File: src/rtl/mb8_arbiter_pkg.sv
// Shared types and requester indices for the 8-bit spram bus arbiter.
package mb8_arbiter_pkg;

  typedef enum logic {ARB_IDLE, ARB_OWN} arb_sts;

  localparam int REQ_FDR = 0;
  localparam int REQ_A2I = 1;
  localparam int REQ_EXE = 2;
  localparam int REQ_CMA = 3;

endpackage

File: src/rtl/mb8_arbiter_if.sv
// Requester-side bundle plus the muxed spram command bus driven by the arbiter.
interface mb8_arbiter_if #(
  parameter int NREQ = 4,
  parameter int ASZ  = 17,
  parameter int MSZ  = 8
);
  logic [NREQ-1:0]     req;
  logic [NREQ-1:0]     lock;
  logic [NREQ-1:0]     we;
  logic [NREQ*ASZ-1:0] ai;
  logic [NREQ*MSZ-1:0] vi;
  logic [NREQ-1:0]     gnt;
  logic [NREQ-1:0]     rvld;
  logic                mem_we;
  logic [ASZ-1:0]      mem_ai;
  logic [MSZ-1:0]      mem_vi;
  logic                bsy;

  modport master (
    output req, lock, we, ai, vi,
    input  gnt, rvld, mem_we, mem_ai, mem_vi, bsy
  );

  modport slave (
    input  req, lock, we, ai, vi,
    output gnt, rvld, mem_we, mem_ai, mem_vi, bsy
  );
endinterface

File: src/rtl/mb8_arbiter_rr_pick.sv
// Combinational round-robin picker: first set req at or after ptr, with wrap.
module rr_pick #(
  parameter int NREQ = 4
) (
  input  logic [NREQ-1:0]              req,
  input  logic [$clog2(NREQ)-1:0]      ptr,
  output logic [NREQ-1:0]              win,
  output logic                         any
);
  localparam int PW = $clog2(NREQ);

  always_comb begin
    int            idx;
    logic [PW-1:0] sel;
    win = '0;
    any = 1'b0;
    for (int k = 0; k < NREQ; k++) begin
      idx = (int'(ptr) + k) % NREQ;
      sel = PW'(idx);
      if (!any && req[sel]) begin
        win[sel] = 1'b1;
        any      = 1'b1;
      end
    end
  end
endmodule

File: src/rtl/mb8_arbiter.sv
// Round-robin owner arbiter for the single-port 8-bit spram; registered one-hot grant,
// combinational bus mux, burst-limit preemption unless locked, read strobe 1 cycle after a read.
module mb8_arbiter
  import mb8_arbiter_pkg::*;
#(
  parameter int NREQ   = 4,
  parameter int ASZ    = 17,
  parameter int MSZ    = 8,
  parameter int MAXBST = 16
) (
  input logic          clk,
  input logic          rst,
  mb8_arbiter_if.slave bus
);
  localparam int PW = $clog2(NREQ);
  localparam int CW = $clog2(MAXBST);
  localparam logic [CW-1:0] CNT_MAX = CW'(MAXBST - 1);

  arb_sts          sts, sts_nxt;
  logic [NREQ-1:0] gnt, gnt_nxt, rvld;
  logic [PW-1:0]   ptr, ptr_nxt;
  logic [CW-1:0]   cnt;
  logic [NREQ-1:0] cand, win;
  logic            any, own_req, own_lock, chg;
  logic            mem_we;
  logic [ASZ-1:0]  mem_ai;
  logic [MSZ-1:0]  mem_vi;

  // The owner is excluded so preemption and handover both pick someone else;
  // ptr already sits at owner+1 while owning.
  assign cand     = bus.req & ~gnt;
  assign own_req  = |(bus.req & gnt);
  assign own_lock = |(bus.lock & gnt);
  assign chg      = (gnt_nxt != gnt);

  rr_pick #(.NREQ(NREQ)) u_pick (
    .req (cand),
    .ptr (ptr),
    .win (win),
    .any (any)
  );

  always_ff @(posedge clk) begin
    if (rst) begin
      sts <= ARB_IDLE;
      gnt <= '0;
    end else begin
      sts <= sts_nxt;
      gnt <= gnt_nxt;
    end
  end

  always_comb begin
    sts_nxt = sts;
    gnt_nxt = gnt;
    unique case (sts)
      ARB_IDLE: begin
        if (any) begin
          sts_nxt = ARB_OWN;
          gnt_nxt = win;
        end
      end
      ARB_OWN: begin
        if (!own_req) begin
          if (any) begin
            gnt_nxt = win;
          end else begin
            sts_nxt = ARB_IDLE;
            gnt_nxt = '0;
          end
        end else if (cnt == CNT_MAX && !own_lock && any) begin
          gnt_nxt = win;
        end
      end
    endcase
  end

  always_comb begin
    mem_we = 1'b0;
    mem_ai = '0;
    mem_vi = '0;
    for (int i = 0; i < NREQ; i++) begin
      mem_we = mem_we | (bus.we[i] & gnt[i]);
      mem_ai = mem_ai | (bus.ai[i*ASZ +: ASZ] & {ASZ{gnt[i]}});
      mem_vi = mem_vi | (bus.vi[i*MSZ +: MSZ] & {MSZ{gnt[i]}});
    end
  end

  always_comb begin
    ptr_nxt = ptr;
    for (int i = 0; i < NREQ; i++) begin
      if (gnt_nxt[i]) ptr_nxt = PW'((i + 1) % NREQ);
    end
  end

  // rvld follows the owner of the read cycle, not the current grant.
  always_ff @(posedge clk) begin
    if (rst) begin
      ptr  <= '0;
      cnt  <= '0;
      rvld <= '0;
    end else begin
      if (chg) begin
        cnt <= '0;
        if (|gnt_nxt) ptr <= ptr_nxt;
      end else if (cnt != CNT_MAX) begin
        cnt <= cnt + 1'b1;
      end
      rvld <= gnt & {NREQ{~mem_we}};
    end
  end

  assign bus.gnt    = gnt;
  assign bus.rvld   = rvld;
  assign bus.bsy    = |gnt;
  assign bus.mem_we = mem_we;
  assign bus.mem_ai = mem_ai;
  assign bus.mem_vi = mem_vi;
endmodule

File: src/flat_wrapper.sv
// flat-port wrapper written by rule: the top's interface ports become plain ports
module mb8_arbiter_flat import mb8_arbiter_pkg::*;
#(
  parameter int NREQ   = 4,
  parameter int ASZ    = 17,
  parameter int MSZ    = 8,
  parameter int MAXBST = 16
)
  (clk, rst, bus_req, bus_lock, bus_we, bus_ai, bus_vi, bus_gnt, bus_rvld, bus_mem_we, bus_mem_ai, bus_mem_vi, bus_bsy);
  mb8_arbiter_if #(.NREQ(NREQ), .ASZ(ASZ), .MSZ(MSZ)) bus_i ();
  input logic clk;
  input logic rst;
  input wire logic [$bits(bus_i.req)-1:0] bus_req;
  input wire logic [$bits(bus_i.lock)-1:0] bus_lock;
  input wire logic [$bits(bus_i.we)-1:0] bus_we;
  input wire logic [$bits(bus_i.ai)-1:0] bus_ai;
  input wire logic [$bits(bus_i.vi)-1:0] bus_vi;
  output wire logic [$bits(bus_i.gnt)-1:0] bus_gnt;
  output wire logic [$bits(bus_i.rvld)-1:0] bus_rvld;
  output wire logic [$bits(bus_i.mem_we)-1:0] bus_mem_we;
  output wire logic [$bits(bus_i.mem_ai)-1:0] bus_mem_ai;
  output wire logic [$bits(bus_i.mem_vi)-1:0] bus_mem_vi;
  output wire logic [$bits(bus_i.bsy)-1:0] bus_bsy;
  assign bus_i.req = bus_req;
  assign bus_i.lock = bus_lock;
  assign bus_i.we = bus_we;
  assign bus_i.ai = bus_ai;
  assign bus_i.vi = bus_vi;
  assign bus_gnt = bus_i.gnt;
  assign bus_rvld = bus_i.rvld;
  assign bus_mem_we = bus_i.mem_we;
  assign bus_mem_ai = bus_i.mem_ai;
  assign bus_mem_vi = bus_i.mem_vi;
  assign bus_bsy = bus_i.bsy;
  mb8_arbiter #(.NREQ(NREQ), .ASZ(ASZ), .MSZ(MSZ), .MAXBST(MAXBST)) u_core (.clk(clk), .rst(rst), .bus(bus_i));
endmodule
File: config.mk
export PLATFORM = sky130hd
export DESIGN_NAME = mb8_arbiter_flat
export DESIGN_NICKNAME = d
export VERILOG_FILES = /design/src/rtl/mb8_arbiter_pkg.sv /design/src/rtl/mb8_arbiter_if.sv /design/src/rtl/mb8_arbiter_rr_pick.sv /design/src/rtl/mb8_arbiter.sv /design/src/flat_wrapper.sv
export SDC_FILE = /design/constraint.sdc
export NUM_CORES = 1
export LEC_CHECK = 0
export BUFFER_PORTS_ARGS = -buffer_cell sky130_fd_sc_hd__buf_4
export CAP_MARGIN = 15
export CORE_MARGIN = 3
export CORE_UTILIZATION = 36
export DETAILED_ROUTE_END_ITERATION = 10
export PLACE_DENSITY = 0.81
export SYNTH_ARGS = -nofsm -noshare
export SYNTH_HDL_FRONTEND = slang
export SYNTH_SLANG_ARGS = --single-unit
File: constraint.sdc
create_clock -name clk -period 2.37 [get_ports clk]
set_input_delay 0.711 -clock clk [delete_from_list [all_inputs] [get_ports clk]]
set_output_delay 0.711 -clock clk [all_outputs]
set_load 0.01 [all_outputs]
; Word level (Yosys, flattened, before mapping)
; Cells that the tools add are included.
[op_classes]
n_addsub = 4
n_mul = 0
div_mod_pow = 0
magnitude_cmp = 8
n_eq_ne = 3
n_shift = 0
mux = 36
n_bitwise = 31
n_reduce_logical = 20
[op_table]
columns = op, count
row1 = $and 17x17->17, 4
row2 = $or 17x17->17, 3
row3 = $and 8x8->8, 4
row4 = $mux 4, 8
row5 = $or 8x8->8, 3
row6 = $and 4x4->4, 4
row7 = $reduce_or 4->1, 4
row8 = $mux 1, 14
row9 = $lt 2x3->1 const B, 4
row10 = $or 4x4->4, 3
row11 = $logic_and 1x1->1, 9
row12 = $bmux 1 s2, 4
row13 = $demux 1 s2, 4
row14 = $ge 2x1->1 const B, 4
row15 = $mux 2, 4
row16 = $pmux 4 s2, 1
row17 = $add 2x2->2 const B, 2
row18 = $add 4x1->4 const B, 1
row19 = $and 1x1->1, 4
row20 = $eq 4x4->1 const B, 1
row21 = $logic_not 1->1, 4
row22 = $ne 4x4->1, 1
row23 = $ne 4x4->1 const B, 1
row24 = $not 4->4, 1
row25 = 7 further kinds, 10
[word_totals]
regBits = 15
latchBits = 0
mem_bits_rw = 0
romBits = 0
in_bits = 114
elab_cells = 107
mem_count = 0

; Longest topological paths before layout
; Gate-level depths: netlist of run 1.
[depth]
ltp_word = 22
ltp_mapped = 10
ltp_nobuf = 10

; Cells and area by module
; A second synthesis of run 1 with hierarchy kept.
[hier_totals]
cells_unflattened = 256
area_unflattened_um2 = 1971.9
[by_module_without_submodules]
columns = module, instances, cells_each, area_per_inst_um2, seq_area_each_um2
row1 = mb8_arbiter, 1, 194, 1477.7, 300.3
row2 = rr_pick, 1, 62, 494.2, 0.0

; Least setup slack after synthesis of run 1
; OpenSTA, ideal clock, no wires.
[synth_path]
kind = flip-flop to flip-flop
startpoint = register u_core.ptr[0]
endpoint = register u_core.ptr[0]
setup_time_ns = 0.086
arrival_ns = 2.531
required_time_ns = 2.284
path_slack_ns = -0.248
path_stages_with_launch = 11
period_less_slack_ns = 2.618
path_cell_list = dfxtp_1 -> inv_1 -> ha_1 -> nand2_1 -> or4_1 -> o211ai_2 -> a32oi_1 -> a21oi_1 -> o221ai_2 -> o21a_4 -> a221oi_2
[synth_between]
elab_chain_cells = 19
elab_cells_between_ends = 61
cone_classes = 3 x add/sub / 8 x order compare / 1 x eq/ne / 32 x mux / 3 x bitwise / 14 x reduce/logical
[synth_lines]
columns = item, line_no
row1 = from (decl), mb8_arbiter.sv:21  ; logic [PW-1:0] ptr, ptr_nxt;
row2 = from (signal assigned), mb8_arbiter.sv:105  ; if (|gnt_nxt) ptr <= ptr_nxt;
row3 = branches (longest 15 deep; another with $lt 2x3->1), n/a
row4 = $pmux 4 s2 *, mb8_arbiter.sv:56  ; unique case (sts)
row5 = $mux 2 (3 in series), mb8_arbiter.sv:92  ; if (gnt_nxt[i]) ptr_nxt = PW'((i + 1) % NREQ);
; Mark *: on every way between the ends. The select of a mux whose other input is x is not followed.
; A chain may end at the register's enable or synchronous reset.

; Worst setup path in the final report of run 1
[layout_path]
startpoint = input bus_req[3]
endpoint = register u_core.ptr[0]
[layout_between]
elab_chain_cells = 20
elab_cells_between_ends = 41
cone_classes = 1 x eq/ne / 24 x mux / 5 x bitwise / 11 x reduce/logical
[layout_lines]
columns = item, line_no
row1 = from (decl), flat_wrapper.sv:13  ; input wire logic [$bits(bus_i.req)-1:0] bus_req;
row2 = $and 4x4->4, mb8_arbiter.sv:31  ; assign cand = bus.req & ~gnt;
row3 = $bmux 1 s2, mb8_arbiter_rr_pick.sv:20  ; if (!any && req[sel]) begin
row4 = $mux 1 (not written as such), mb8_arbiter_rr_pick.sv:20
row5 = $mux 1, mb8_arbiter_rr_pick.sv:20
row6 = $logic_not 1->1, mb8_arbiter_rr_pick.sv:20
row7 = $logic_and 1x1->1, mb8_arbiter_rr_pick.sv:20
row8 = $mux 1, mb8_arbiter_rr_pick.sv:20
row9 = $logic_not 1->1, mb8_arbiter_rr_pick.sv:20
row10 = (+2 left out), n/a
row11 = $logic_not 1->1, mb8_arbiter_rr_pick.sv:20
row12 = $logic_and 1x1->1, mb8_arbiter_rr_pick.sv:20
row13 = $mux 1, mb8_arbiter_rr_pick.sv:20
row14 = $logic_and 1x1->1, mb8_arbiter.sv:71  ; end else if (cnt == CNT_MAX && !own_lock && any) begin
row15 = $mux 4, mb8_arbiter.sv:71
row16 = $mux 4, mb8_arbiter.sv:64  ; if (!own_req) begin
row17 = $pmux 4 s2 *, mb8_arbiter.sv:56
row18 = $mux 2 (3 in series), mb8_arbiter.sv:92
; Mark *: on every way between the ends. The rest lies on a longest branch, timed or not. The select of a mux whose other input is x is not followed.

==> flow_summary.html, run 1 <==
<table>
<tr><th>Metric</th><th>Value</th></tr>
<tr><th colspan="2">Run status</th></tr>
<tr><td>Status</td><td>finished with violations</td></tr>
<tr><td>Violations in the final reports</td><td>setup timing</td></tr>
<tr><th colspan="2">Critical path</th></tr>
<tr><td>Max incr delay on CP</td><td>560 ps</td></tr>
<tr><td>Class of the most critical setup path</td><td>in -&gt; reg</td></tr>
<tr><td>Buf+Inv Stages, Crit Path</td><td>2</td></tr>
<tr><td>Most common cell type on the critical path</td><td>buf_6</td></tr>
<tr><td>Slowest cell on the critical path</td><td>mux4_2</td></tr>
<tr><td>Top fanout value on the critical path</td><td>6</td></tr>
<tr><td>Worst endpoint required time</td><td>2540 ps</td></tr>
<tr><td>CP cell instances</td><td>buf_6 &gt; buf_6 &gt; nand2b_4 &gt; mux4_2 &gt; nor2_4 &gt; o2bb2ai_4 &gt; o21a_1 &gt; o221ai_4 &gt; o21a_4 &gt; a221oi_2</td></tr>
<tr><td>Critical path launch point type</td><td>input port</td></tr>
<tr><td>Type of element capturing the critical path</td><td>flip-flop</td></tr>
<tr><td>Critical Path AT</td><td>2670 ps</td></tr>
<tr><td>Cell class contributing the biggest share of worst-path delay</td><td>compound AO/OA/AOI/OAI gates</td></tr>
<tr><th colspan="2">Timing</th></tr>
<tr><td>Setup repair after global routing missed its margin</td><td>true</td></tr>
<tr><td>Tightest Pin Transition</td><td>368 ps</td></tr>
<tr><td># setup viols final</td><td>6</td></tr>
<tr><td>Shortest clock period the worst path allows after layout</td><td>2510 ps</td></tr>
<tr><td>Final count of hold timing violations</td><td>0</td></tr>
<tr><td>TNS Setup</td><td>-349 ps</td></tr>
<tr><td>Fmax</td><td>399 MHz</td></tr>
<tr><td>Period Utilization, post-route</td><td>1.06</td></tr>
<tr><td>Max Transition Viols Final</td><td>0</td></tr>
<tr><td>Worst max-slew margin expressed relative to the limit</td><td>0.755</td></tr>
<tr><td>Post-route setup slack</td><td>-136 ps</td></tr>
<tr><td>Worst-case clock skew</td><td>2.03 ps</td></tr>
<tr><th colspan="2">Layout</th></tr>
<tr><td>Nets</td><td>529</td></tr>
<tr><td>Growth of design area from synthesis to finish</td><td>88.2%</td></tr>
<tr><td>Area of the multi-input gates</td><td>1530 um^2</td></tr>
<tr><td>Fraction of final layout cells with drive strength greater than 1</td><td>0.538</td></tr>
<tr><td>Inserted Diodes</td><td>0</td></tr>
<tr><td>Total of fill cells in the finished design</td><td>381</td></tr>
<tr><td>Area used by sequential logic in the layout</td><td>302 um^2</td></tr>
<tr><th colspan="2">Clocking</th></tr>
<tr><td>TritonCTS clock tree</td><td>done</td></tr>
<tr><td>Clk buf depth</td><td>2</td></tr>
<tr><td>Clock root cell</td><td>clkbuf_8</td></tr>
<tr><td>Hold bufs inserted after CTS</td><td>0</td></tr>
<tr><td>TritonCTS Sinks</td><td>15</td></tr>
<tr><td>Htree depth</td><td>1</td></tr>
<tr><td>Clk_lat worst skew</td><td>250 ps</td></tr>
<tr><td>Number of buffers created by CTS</td><td>3</td></tr>
<tr><td>Clock transition at the registers of the reported paths</td><td>60 ps</td></tr>
<tr><th colspan="2">Route</th></tr>
<tr><td>Antenna Violating Nets Remaining</td><td>0</td></tr>
<tr><td>Post-DR wirelength/cell</td><td>16.3 um</td></tr>
<tr><td>1st-iter DRT viols</td><td>184</td></tr>
<tr><td>Number of search-and-repair iterations in the first detailed-routing pass</td><td>4</td></tr>
<tr><td># DRC</td><td>0</td></tr>
<tr><td>Vias per Instance</td><td>5.48</td></tr>
<tr><td>Post-Route WL</td><td>7700 um</td></tr>
<tr><td>Vias after detailed routing</td><td>2585</td></tr>
<tr><th colspan="2">Place</th></tr>
<tr><td>Port-buffer cells</td><td>148</td></tr>
<tr><td>Global placer's final weighted congestion</td><td>0.898</td></tr>
<tr><td>Dpl hpwl</td><td>6190 um</td></tr>
<tr><td>Dpl ws</td><td>-403 ps</td></tr>
<tr><th colspan="2">Min path</th></tr>
<tr><td>Worst min-delay path category</td><td>reg -&gt; reg</td></tr>
<tr><th colspan="2">Synth</th></tr>
<tr><td>EDFF count, synth</td><td>0</td></tr>
<tr><td>Share of Yosys cell area claimed by the top area cell type</td><td>0.229</td></tr>
<tr><td>Synth Register Bits</td><td>15</td></tr>
<tr><td>Multiplexer area fraction after synthesis</td><td>0.0430</td></tr>
<tr><td>Number of warning messages in the yosys log</td><td>0</td></tr>
<tr><td>Nets in the synthesized netlist</td><td>358</td></tr>
<tr><td>Compound-cell area share of the yosys netlist</td><td>0.434</td></tr>
<tr><td>Sequential fraction of the synthesis area</td><td>0.167</td></tr>
<tr><td>Synth unique cells</td><td>50</td></tr>
<tr><td>Primary FF master, synth</td><td>dfxtp_1</td></tr>
<tr><td>Combinational family with the most area after synthesis</td><td>compound AO/OA/AOI/OAI gates</td></tr>
<tr><td>Syn avg cell area</td><td>7.67 um^2</td></tr>
<tr><td>Adder and majority cell fraction of the synthesized area</td><td>0.0625</td></tr>
<tr><td>Post-Synth Simple-Gate Area</td><td>0.235</td></tr>
<tr><td>Synthesized cell area</td><td>1800 um^2</td></tr>
<tr><td>Synth top area cells</td><td>a22oi_1 23%, dfxtp_1 17%, nand2_1 8.7%</td></tr>
<tr><td>Cell count after synthesis</td><td>235</td></tr>
<tr><td>Largest area contributor in the netlist</td><td>a22oi_1</td></tr>
<tr><td>Ys async rst share</td><td>0</td></tr>
<tr><td>Synthesized-area fraction occupied by xor and xnor cells</td><td>0.00486</td></tr>
<tr><th colspan="2">Die</th></tr>
<tr><td>Starting utilization of the core area</td><td>0.377</td></tr>
<tr><td>Core box area</td><td>4790 um^2</td></tr>
<tr><td>Standard-cell rows</td><td>25</td></tr>
<tr><td>Die height</td><td>76.8 um</td></tr>
<tr><td>Boundary Pins</td><td>149</td></tr>
<tr><td>Die Span X</td><td>76.8 um</td></tr>
<tr><td>Die Area</td><td>5890 um^2</td></tr>
<tr><th colspan="2">Power</th></tr>
<tr><td>Maximum resistive drop on vdd</td><td>0.594 mV</td></tr>
<tr><td>Post-layout total power</td><td>3.42 mW</td></tr>
<tr><td>Leakage power</td><td>1.63 nW</td></tr>
<tr><td>Power density over the cells</td><td>1010 nW/um^2</td></tr>
<tr><th colspan="2">GRT</th></tr>
<tr><td>Total global routing overflow</td><td>0</td></tr>
<tr><td>Via count of the first global-routing pass</td><td>2596</td></tr>
<tr><td>Pin count of the biggest net entering global routing</td><td>35</td></tr>
<tr><td>All-layer global routing usage</td><td>0.250</td></tr>
<tr><td>First-pass GRT wire length</td><td>12300 um</td></tr>
<tr><td>Antenna violations before repair</td><td>0</td></tr>
<tr><th colspan="2">Run</th></tr>
<tr><td>Maximum capacitance violations</td><td>0</td></tr>
</table>
per-layer routing:
layer / global-route usage / vias to the layer above / share of wire
li1: - / 1253 / -
met4: 0.0688 / 0 / 0.017
met5: 0 / - / 0
met3: 0.0423 / 15 / 0.062
met2: 0.456 / 112 / 0.53
met1: 0.299 / 1205 / 0.39
cell usage in the layout, fill, tap and decap left out, types with 2 or more instances in the layout:
master       n
nand2b_4     2
buf_4      175
nor2b_4      4
a32oi_2      2
clkbuf_8     3
ha_1         8
o2111ai_1    2
o21ai_0      4
or4_4        2
mux4_2       3
nor2_1       5
a31o_2       2
inv_1        6
nor3_1       8
a22oi_1     55
o211ai_1     2
nand2b_1     3
o21a_1       6
a32oi_1      3
buf_6        7
and2_1       4
nand3_1      8
dfxtp_1     14
nand2_1     42
a21oi_1      3
per-stage QoR:
step           cells   util  area [um^2]  hold WS (ps)
3_3_place_gp     467  0.672         3220           474
4_1_cts          471  0.702         3360           494
5_1_grt          472  0.709         3390           527
2_1_floorplan    235      -         1840           459
3_5_place_dp     467  0.672         3220           484
6_report         472  0.709         3390           494
layout make-up:
| cell class | count | area share |
|---|---|---|
| Tap cell | 67 | 0.0247 |
| Sequential cell | 15 | 0.0889 |
| Multi-Input combinational cell | 197 | 0.452 |
| Clock buffer | 4 | 0.0133 |
| Inverter | 6 | 0.00664 |
| Timing Repair Buffer | 183 | 0.415 |
synthesized netlist by cell type (all sizes together), types with 2 or more instances:
cell     number
a22oi        55
nand2        42
dfxtp        15
clkbuf        9
ha            9
nor3          9
buf           8
nand3         8
o21a          7
inv           6
nor2          6
a32oi         5
nand2b        5
nor2b         5
o21ai         5
a21oi         4
and2          4
mux4          3
o211ai        3
a221oi        2
a31o          2
and3          2
o2111ai       2
o2bb2ai       2
or4           2
cell families (layout without fill, tap and decap cells):
kind of cell | Yosys count | after routing
AOI/OAI and AO/OA | 97 | 97
xor gates and xnor gates | 1 | 1
adders and majority gates | 9 | 9
buffers and inverters | 23 | 193
DFF | 15 | 15
muxes | 4 | 4
and+or+nand+nor | 86 | 86
tightest hold or removal path, stage by stage, from the launching register on:
cell     delay, ps
dfxtp_1        340
nand2_1         60
a21oi_1         50
worst paths after layout:
check,slack [ps],cells past startpoint,from,to
hold / removal,490,2,u_core.sts$_SDFF_PP0_,u_core.sts$_SDFF_PP0_
setup reg to reg,-110,9,u_core.ptr[0]$_SDFFE_PP0P_,u_core.ptr[0]$_SDFFE_PP0P_
hold reg to reg,490,2,u_core.sts$_SDFF_PP0_,u_core.sts$_SDFF_PP0_
setup / recovery,-140,10,bus_req[3],u_core.ptr[0]$_SDFFE_PP0P_
state kept, by name, indices dropped and copies added (netlist names):
signal / cells
u_core.bus.rvld: 4
u_core.bus.gnt: 4
u_core.sts: 1
u_core.ptr: 2
u_core.cnt: 4
where the power goes:
part	internal (mW)	switching, mW
Clock	0.119	0.0945
Combinational	1.40	1.44
Sequential	0.312	0.0513
Total	1.83	1.59
what timing repair did:
item,in CTS,in global routing
setup buffers,0,1
endpoints found under the setup margin,6,14
gates resized for setup,18,6
pin swaps,3,1
Power figures use the tool's default switching activity.
==> run 2, diff against run 1 <==
SETUP_SLACK_MARGIN = 0.05   (was default)
==> run 2 against run 1 <==
The flow still finishes with violations (setup timing). Clock power barely moved. Final cell count increased by 0.21%. Sequential power about the same. Count of clock-buffer cells in the layout unchanged. First-iteration DRC count decreased by 13%. Routed wire length shrank 0.22%. Critical path depth unchanged. Non-clock buffer count rose by 1. Largest cell class unchanged. Total power is 1.2% higher.
==> flow_summary.html, run 2 (synthesis results as in run 1) <==
<table>
<tr><th>Metric</th><th>Value</th></tr>
<tr><th colspan="2">Run status</th></tr>
<tr><td>Status</td><td>finished with violations</td></tr>
<tr><td>Violations in the final reports</td><td>setup timing</td></tr>
<tr><th colspan="2">Die</th></tr>
<tr><td>Boundary Pins</td><td>149 (unchanged)</td></tr>
<tr><td>Die Area</td><td>5890 um^2 (unchanged)</td></tr>
<tr><td>Standard-cell rows</td><td>25 (unchanged)</td></tr>
<tr><td>Die Span X</td><td>76.8 um (unchanged)</td></tr>
<tr><td>Core box area</td><td>4790 um^2 (unchanged)</td></tr>
<tr><td>Die height</td><td>76.8 um (unchanged)</td></tr>
<tr><td>Starting utilization of the core area</td><td>0.377 (unchanged)</td></tr>
<tr><th colspan="2">Layout</th></tr>
<tr><td>Biggest regs</td><td>u_core.bus.gnt: 4 flops, u_core.bus.rvld: 4 flops, u_core.cnt: 4 flops</td></tr>
<tr><td>Nets</td><td>530 (+0.19%)</td></tr>
<tr><td>Highest-count cells in the layout ignoring fill and taps</td><td>174 x buf_4, 55 x a22oi_1, 42 x nand2_1, 14 x dfxtp_1, 9 x buf_6</td></tr>
<tr><td>Growth of design area from synthesis to finish</td><td>89.0%</td></tr>
<tr><td>Area of the multi-input gates</td><td>1530 um^2 (unchanged)</td></tr>
<tr><td>Finished layout cell area</td><td>3410 um^2 (+0.44%)</td></tr>
<tr><td>Leading cell type in the layout, fill and taps excluded</td><td>buf_4</td></tr>
<tr><td>Fraction of final layout cells with drive strength greater than 1</td><td>0.539 (+0.00114)</td></tr>
<tr><td>Inserted Diodes</td><td>0 (unchanged)</td></tr>
<tr><td>Area used by sequential logic in the layout</td><td>302 um^2 (unchanged)</td></tr>
<tr><td>Total of fill cells in the finished design</td><td>386 (+1.3%)</td></tr>
<tr><th colspan="2">Timing</th></tr>
<tr><td>Tightest Pin Transition</td><td>312 ps (-55.9 ps)</td></tr>
<tr><td>Max Transition Viols Final</td><td>0 (unchanged)</td></tr>
<tr><td>Period Utilization, post-route</td><td>1.06 (about the same)</td></tr>
<tr><td>Shortest clock period the worst path allows after layout</td><td>2500 ps (-0.850 ps)</td></tr>
<tr><td>Final count of hold timing violations</td><td>0 (unchanged)</td></tr>
<tr><td>Worst max-slew margin expressed relative to the limit</td><td>0.790 (+0.0357)</td></tr>
<tr><td>Setup repair after global routing missed its margin</td><td>true</td></tr>
<tr><td># setup viols final</td><td>6 (unchanged)</td></tr>
<tr><td>Worst-case clock skew</td><td>3.88 ps (+1.85 ps)</td></tr>
<tr><td>Post-route setup slack</td><td>-135 ps (+0.850 ps)</td></tr>
<tr><td>Fmax</td><td>399 MHz (about the same)</td></tr>
<tr><th colspan="2">GRT</th></tr>
<tr><td>Antenna violations before repair</td><td>0 (unchanged)</td></tr>
<tr><td>All-layer global routing usage</td><td>0.251 (+0.000491)</td></tr>
<tr><td>Total global routing overflow</td><td>0 (unchanged)</td></tr>
<tr><td>Via count of the first global-routing pass</td><td>2606 (+0.39%)</td></tr>
<tr><td>Pin count of the biggest net entering global routing</td><td>35 (unchanged)</td></tr>
<tr><td>First-pass GRT wire length</td><td>12300 um (+0.16%)</td></tr>
<tr><th colspan="2">Critical path</th></tr>
<tr><td>Max incr delay on CP</td><td>550 ps (about the same)</td></tr>
<tr><td>Timing startpoint of the critical path</td><td>bus_req[3]</td></tr>
<tr><td>CP cell instances</td><td>buf_6 &gt; buf_6 &gt; nand2b_4 &gt; mux4_2 &gt; nor2_4 &gt; o2bb2ai_4 &gt; o21a_1 &gt; o221ai_4 &gt; o21a_4 &gt; a221oi_2</td></tr>
<tr><td>Cell class contributing the biggest share of worst-path delay</td><td>compound AO/OA/AOI/OAI gates</td></tr>
<tr><td>Class of the most critical setup path</td><td>in -&gt; reg</td></tr>
<tr><td>Top fanout value on the critical path</td><td>6 (unchanged)</td></tr>
<tr><td>Type of element capturing the critical path</td><td>flip-flop</td></tr>
<tr><td>Critical R2R Capture</td><td>u_core.ptr[0]$_SDFFE_PP0P_</td></tr>
<tr><td>Buf+Inv Stages, Crit Path</td><td>2 (unchanged)</td></tr>
<tr><td>Worst-case reg-to-reg path depth</td><td>9 (unchanged)</td></tr>
<tr><td>Slack of the worst reg-to-reg path</td><td>-110 ps (about the same)</td></tr>
<tr><td>Startpoint of the worst register-to-register path</td><td>u_core.ptr[0]$_SDFFE_PP0P_</td></tr>
<tr><td>Slowest cell on the critical path</td><td>mux4_2</td></tr>
<tr><td>Most common cell type on the critical path</td><td>buf_6</td></tr>
<tr><td>Stages on the worst setup path</td><td>10 (unchanged)</td></tr>
<tr><td>Critical Path AT</td><td>2670 ps (about the same)</td></tr>
<tr><td>Worst endpoint required time</td><td>2540 ps (about the same)</td></tr>
<tr><td>Critical path launch point type</td><td>input port</td></tr>
<tr><td>Capturing instance or port of the critical path</td><td>u_core.ptr[0]$_SDFFE_PP0P_</td></tr>
<tr><th colspan="2">Power</th></tr>
<tr><td>Switching Share</td><td>0.461 (-0.00265)</td></tr>
<tr><td>Combinational power share</td><td>0.833 (+0.002)</td></tr>
<tr><td>Share of total power in sequential cells</td><td>0.105 (about the same)</td></tr>
<tr><td>Reported net switching power</td><td>1.60 mW (+0.63%)</td></tr>
<tr><td>Clock network fraction of design power</td><td>0.062 (about the same)</td></tr>
<tr><td>Power density over the cells</td><td>1020 nW/um^2 (+0.76%)</td></tr>
<tr><td>Maximum resistive drop on vdd</td><td>0.654 mV (+10%)</td></tr>
<tr><td>Leakage power</td><td>1.64 nW (+0.34%)</td></tr>
<tr><td>Internal power</td><td>1.87 mW (+1.7%)</td></tr>
<tr><td>Post-layout total power</td><td>3.46 mW (+1.2%)</td></tr>
<tr><th colspan="2">Clocking</th></tr>
<tr><td>Htree depth</td><td>1 (unchanged)</td></tr>
<tr><td>Clk buf depth</td><td>2 (unchanged)</td></tr>
<tr><td>Number of buffers created by CTS</td><td>3 (unchanged)</td></tr>
<tr><td>Clk_lat worst skew</td><td>250 ps (about the same)</td></tr>
<tr><td>Clock transition at the registers of the reported paths</td><td>60 ps (about the same)</td></tr>
<tr><td>Hold bufs inserted after CTS</td><td>0 (unchanged)</td></tr>
<tr><td>TritonCTS Sinks</td><td>15 (unchanged)</td></tr>
<tr><td>Clock root cell</td><td>clkbuf_8</td></tr>
<tr><td>TritonCTS clock tree</td><td>done</td></tr>
<tr><th colspan="2">Place</th></tr>
<tr><td>Port-buffer cells</td><td>148 (unchanged)</td></tr>
<tr><td>Dpl ws</td><td>-403 ps (unchanged)</td></tr>
<tr><td>Cell area after placement</td><td>3220 um^2 (unchanged)</td></tr>
<tr><td>Global placer's final weighted congestion</td><td>0.898 (unchanged)</td></tr>
<tr><td>Dpl hpwl</td><td>6190 um (unchanged)</td></tr>
<tr><th colspan="2">Route</th></tr>
<tr><td>Post-DR wirelength/cell</td><td>16.2 um (-0.43%)</td></tr>
<tr><td>Vias per Instance</td><td>5.46 (-0.25%)</td></tr>
<tr><td>1st-iter DRT viols</td><td>160 (-13%)</td></tr>
<tr><td>Antenna Violating Nets Remaining</td><td>0 (unchanged)</td></tr>
<tr><td>Vias after detailed routing</td><td>2584 (-0.039%)</td></tr>
<tr><td>Number of search-and-repair iterations in the first detailed-routing pass</td><td>4 (unchanged)</td></tr>
<tr><td># DRC</td><td>0 (unchanged)</td></tr>
<tr><td>Post-Route WL</td><td>7680 um (-0.22%)</td></tr>
<tr><th colspan="2">Run</th></tr>
<tr><td>Maximum capacitance violations</td><td>0 (unchanged)</td></tr>
<tr><th colspan="2">Min path</th></tr>
<tr><td>Worst min-delay path category</td><td>reg -&gt; reg</td></tr>
</table>
## run 2: changes by cell type in the layout (fill, tap and decap cells not counted)
cell | before | now
buf_6 | 7 | 9
nor3_1 | 8 | 7
nor3_2 | 1 | 2
a211oi_2 | 1 | 0
a211oi_1 | 0 | 1
buf_4 | 175 | 174
## run 2: power by group through the flow
stage | combinational (mW) | clock [mW] | sequential (mW)
3_5_place_dp | 2.67 | 0 | 0.364
5_1_grt | 3.13 | 0.235 | 0.372
3_3_place_gp | 2.62 | 0 | 0.361
6_report | 2.89 | 0.215 | 0.364
4_1_cts | 2.84 | 0.213 | 0.363
2_1_floorplan | 1.49 | 0 | 0.385
## run 2: through the flow
stage | hold WS, ps | instances | TNS, ps | utilization
6_report | 492 | 473 | -445 | 0.712
5_1_grt | 527 | 473 | -1020 | 0.712
4_1_cts | 494 | 472 | -304 | 0.705
3_5_place_dp | 484 | 467 | -2390 | 0.672
3_3_place_gp | 474 | 467 | -2010 | 0.672
2_1_floorplan | 459 | 235 | -449 | -
## run 2: repair_timing
action,in CTS,in global routing
endpoints found under the hold margin,0,0
pin swaps,3,1
gates resized for setup,20,6
buffers inserted,1,1
setup endpoints to repair,7,35
## run 2: per-layer routing
| layer | GRT usage | wire length [um] |
|---|---|---|
| met5 | 0 | 0 |
| met1 | 0.299 | 2980 |
| met4 | 0.0707 | 133 |
| met3 | 0.0434 | 448 |
| met2 | 0.456 | 4120 |
## run 2: worst register-to-register path, cell delays in order, from the launching register on
cell,delay [ps]
dfxtp_2,330
inv_1,110
buf_4,180
mux4_2,590
nor2_4,230
o2bb2ai_4,150
o21a_1,190
o221ai_4,130
o21a_4,250
a221oi_2,230
## run 2: how the worst min path moves through the flow
stage / startpoint / endpoint / slack (ps) / cells after the start
after floorplan: u_core.sts$_SDFF_PP0_ / u_core.sts$_SDFF_PP0_ / 460 / 2
after global placement: u_core.sts$_SDFF_PP0_ / u_core.sts$_SDFF_PP0_ / 470 / 2
after detailed placement: u_core.sts$_SDFF_PP0_ / u_core.sts$_SDFF_PP0_ / 480 / 2
after CTS: u_core.sts$_SDFF_PP0_ / u_core.sts$_SDFF_PP0_ / 490 / 2
after global routing: u_core.sts$_SDFF_PP0_ / u_core.sts$_SDFF_PP0_ / 530 / 2
final: u_core.sts$_SDFF_PP0_ / u_core.sts$_SDFF_PP0_ / 490 / 2
## run 2: area by class of cell
type                            instances  share of cell area
Multi-Input combinational cell        197               0.450
Timing Repair Buffer                  184               0.417
Sequential cell                        15              0.0885
Tap cell                               67              0.0246
Clock buffer                            4              0.0132
Inverter                                6             0.00661
==> run 3, diff against run 2 <==
CORE_MARGIN = default   (was 3)
CORE_UTILIZATION = 43   (was 36)
PLACE_DENSITY = 0.91   (was 0.81)
clock period = 2.9 ns   (was 2.37 ns; I/O delays follow)
==> run 3 against run 2 <==
Global-route usage is 6.8 points higher. Critical path type unchanged. Setup slack gained 290 ps. Combinational power shrank 28%. Routed wire length down 3.3%. Clock skew is 1.9 ps lower. Sequential power fell by 15%. Cell area down 9.1%. Count of clock-buffer cells in the layout unchanged. The flow now finishes without violations. Register-to-register slack better by 430 ps.
==> flow_summary.html, run 3 (synthesis results as in run 1) <==
<table>
<tr><th>Metric</th><th>Value</th></tr>
<tr><th colspan="2">Power</th></tr>
<tr><td>Switching Share</td><td>0.475 (+0.0132)</td></tr>
<tr><td>Share of total power in sequential cells</td><td>0.122 (+0.017)</td></tr>
<tr><td>Post-layout total power</td><td>2.55 mW (-26%)</td></tr>
<tr><td>Clock network fraction of design power</td><td>0.067 (+0.005)</td></tr>
<tr><td>Leakage power</td><td>1.51 nW (-7.8%)</td></tr>
<tr><td>Internal power</td><td>1.34 mW (-28%)</td></tr>
<tr><td>Maximum resistive drop on vdd</td><td>0.470 mV (-28%)</td></tr>
<tr><td>Combinational power share</td><td>0.812 (-0.021)</td></tr>
<tr><td>Power density over the cells</td><td>823 nW/um^2 (-19%)</td></tr>
<tr><td>Reported net switching power</td><td>1.21 mW (-24%)</td></tr>
<tr><th colspan="2">Clocking</th></tr>
<tr><td>Clk buf depth</td><td>2 (unchanged)</td></tr>
<tr><td>Htree depth</td><td>1 (unchanged)</td></tr>
<tr><td>TritonCTS Sinks</td><td>15 (unchanged)</td></tr>
<tr><td>Clk_lat worst skew</td><td>240 ps (about the same)</td></tr>
<tr><td>Number of instances resized during post-cts repair</td><td>0 (-100%)</td></tr>
<tr><td>Number of buffers created by CTS</td><td>3 (unchanged)</td></tr>
<tr><td>Hold bufs inserted after CTS</td><td>0 (unchanged)</td></tr>
<tr><td>TritonCTS clock tree</td><td>done</td></tr>
<tr><td>Clock root cell</td><td>clkbuf_8</td></tr>
<tr><td>Setup bufs post-CTS</td><td>0 (-1)</td></tr>
<tr><td>Clock transition at the registers of the reported paths</td><td>60 ps (about the same)</td></tr>
<tr><th colspan="2">Die</th></tr>
<tr><td>Die Span X</td><td>66.8 um (-13%)</td></tr>
<tr><td>Die height</td><td>66.8 um (-13%)</td></tr>
<tr><td>Standard-cell rows</td><td>23 (-8.0%)</td></tr>
<tr><td>Core box area</td><td>4000 um^2 (-16%)</td></tr>
<tr><td>Boundary Pins</td><td>149 (unchanged)</td></tr>
<tr><td>Starting utilization of the core area</td><td>0.451 (+0.0740)</td></tr>
<tr><td>Die Area</td><td>4460 um^2 (-24%)</td></tr>
<tr><th colspan="2">Place</th></tr>
<tr><td>Port-buffer cells</td><td>148 (unchanged)</td></tr>
<tr><td>Global placer's final weighted congestion</td><td>0.963 (+7.2%)</td></tr>
<tr><td>Dpl hpwl</td><td>5950 um (-4.0%)</td></tr>
<tr><td>Number of cells after detailed placement</td><td>436 (-6.6%)</td></tr>
<tr><th colspan="2">Route</th></tr>
<tr><td>1st-iter DRT viols</td><td>163 (+1.9%)</td></tr>
<tr><td>Vias after detailed routing</td><td>2540 (-1.7%)</td></tr>
<tr><td># DRC</td><td>0 (unchanged)</td></tr>
<tr><td>Post-DR wirelength/cell</td><td>16.9 um (+3.9%)</td></tr>
<tr><td>Vias per Instance</td><td>5.77 (+5.7%)</td></tr>
<tr><td>Number of search-and-repair iterations in the first detailed-routing pass</td><td>5 (+1)</td></tr>
<tr><td>Antenna Violating Nets Remaining</td><td>0 (unchanged)</td></tr>
<tr><td>Post-Route WL</td><td>7420 um (-3.3%)</td></tr>
<tr><th colspan="2">GRT</th></tr>
<tr><td>Via count of the first global-routing pass</td><td>2261 (-13%)</td></tr>
<tr><td>First-pass GRT wire length</td><td>10700 um (-13%)</td></tr>
<tr><td>Antenna violations before repair</td><td>0 (unchanged)</td></tr>
<tr><td>All-layer global routing usage</td><td>0.318 (+0.0679)</td></tr>
<tr><td>Total global routing overflow</td><td>0 (unchanged)</td></tr>
<tr><td>Pin count of the biggest net entering global routing</td><td>34 (-2.9%)</td></tr>
<tr><th colspan="2">Layout</th></tr>
<tr><td>Share of the core filled with cells</td><td>0.774 (+0.0623)</td></tr>
<tr><td>Nets</td><td>514 (-3.0%)</td></tr>
<tr><td>Final Instance Count excl. Fillers</td><td>440 (-7.0%)</td></tr>
<tr><td>Growth of design area from synthesis to finish</td><td>71.8%</td></tr>
<tr><td>Highest-count cells in the layout ignoring fill and taps</td><td>168 x buf_4, 55 x a22oi_1, 42 x nand2_1, 15 x dfxtp_1</td></tr>
<tr><td>Biggest regs</td><td>u_core.bus.gnt: 4 flops, u_core.bus.rvld: 4 flops, u_core.cnt: 4 flops</td></tr>
<tr><td>Inserted Diodes</td><td>0 (unchanged)</td></tr>
<tr><td>Leading cell type in the layout, fill and taps excluded</td><td>buf_4</td></tr>
<tr><td>Fraction of final layout cells with drive strength greater than 1</td><td>0.482 (-0.0574)</td></tr>
<tr><th colspan="2">Timing</th></tr>
<tr><td>Tightest Pin Transition</td><td>440 ps (+128 ps)</td></tr>
<tr><td>Period Utilization, post-route</td><td>0.946</td></tr>
<tr><td>Worst max-slew margin expressed relative to the limit</td><td>0.706 (-0.0841)</td></tr>
<tr><td>TNS Setup</td><td>0 ps (+445 ps)</td></tr>
<tr><td>Shortest clock period the worst path allows after layout</td><td>2740 ps</td></tr>
<tr><td>Fmax</td><td>365 MHz</td></tr>
<tr><td>Worst-case clock skew</td><td>2.00 ps (-1.88 ps)</td></tr>
<tr><td>Setup repair after global routing missed its margin</td><td>false</td></tr>
<tr><td>Final count of hold timing violations</td><td>0 (unchanged)</td></tr>
<tr><td># setup viols final</td><td>0 (-6)</td></tr>
<tr><td>Max Transition Viols Final</td><td>0 (unchanged)</td></tr>
<tr><th colspan="2">Run status</th></tr>
<tr><td>Status</td><td>finished clean</td></tr>
<tr><th colspan="2">Min path</th></tr>
<tr><td>Worst min-delay path category</td><td>reg -&gt; reg</td></tr>
<tr><th colspan="2">Critical path</th></tr>
<tr><td>Critical Path AT</td><td>2900 ps (+230 ps)</td></tr>
<tr><td>Class of the most critical setup path</td><td>in -&gt; reg</td></tr>
<tr><td>Top fanout value on the critical path</td><td>6 (unchanged)</td></tr>
<tr><td>CP cell instances</td><td>buf_4 &gt; nor2b_2 &gt; mux4_2 &gt; a32oi_1 &gt; o21ai_1 &gt; nor3_1 &gt; o22ai_2 &gt; o21a_4 &gt; a221oi_2</td></tr>
<tr><td>Critical path launch point type</td><td>input port</td></tr>
<tr><td>Max incr delay on CP</td><td>560 ps (about the same)</td></tr>
<tr><td>Worst endpoint required time</td><td>3060 ps (+520 ps)</td></tr>
<tr><td>Slowest cell on the critical path</td><td>mux4_2</td></tr>
<tr><td>Type of element capturing the critical path</td><td>flip-flop</td></tr>
<tr><th colspan="2">Run</th></tr>
<tr><td>Maximum capacitance violations</td><td>0 (unchanged)</td></tr>
</table>
## run 3: power by group through the flow
stage	combinational (mW)	sequential, mW	clock, mW
6_report	2.07	0.311	0.170
5_1_grt	2.23	0.316	0.181
4_1_cts	2.05	0.309	0.172
3_5_place_dp	2.04	0.313	0
3_3_place_gp	2.00	0.311	0
2_1_floorplan	1.19	0.311	0
## run 3: final timing paths
check                               start                          to  slack, ps  cells past startpoint
max                            bus_req[1]  u_core.ptr[0]$_SDFFE_PP0P_        160                      9
min                 u_core.sts$_SDFF_PP0_       u_core.sts$_SDFF_PP0_        500                      2
max reg2reg  u_core.bus.gnt[0]$_SDFF_PP0_  u_core.ptr[0]$_SDFFE_PP0P_        320                      8
min reg2reg         u_core.sts$_SDFF_PP0_       u_core.sts$_SDFF_PP0_        500                      2
## run 3: metrics by stage
stage / area [um^2] / hold slack, ps / setup slack (ps)
2_1_floorplan: 1800 / 459 / 194
3_3_place_gp: 3050 / 478 / -1.78
3_5_place_dp: 3050 / 484 / -58.4
4_1_cts: 3100 / 492 / 191
5_1_grt: 3100 / 527 / 94.5
6_report: 3100 / 499 / 157
## run 3: worst max-delay path, delay by kind of cell
kind                   cells  cell delay (ps)
AO/OA/AOI/OAI              5              960
buffers and inverters      1              120
multiplexers               1              560
AND/OR/NAND/NOR            2              410
## run 3: final cells by class
cell class / instances / area (um^2)
multi-input cells: 197 / 1410
repair buffers: 168 / 1260
fillers: 313 / 902
flip-flops and latches: 15 / 300
well taps: 50 / 62.6
clock buffers: 4 / 45.0
inverters: 6 / 22.5
## run 3: routing by layer
layer	vias to the layer above	share of wire	track usage
met1	1149	0.39	0.398
met3	28	0.054	0.0171
met5	-	0	0
met2	138	0.51	0.556
li1	1225	-	-
met4	0	0.045	0.144
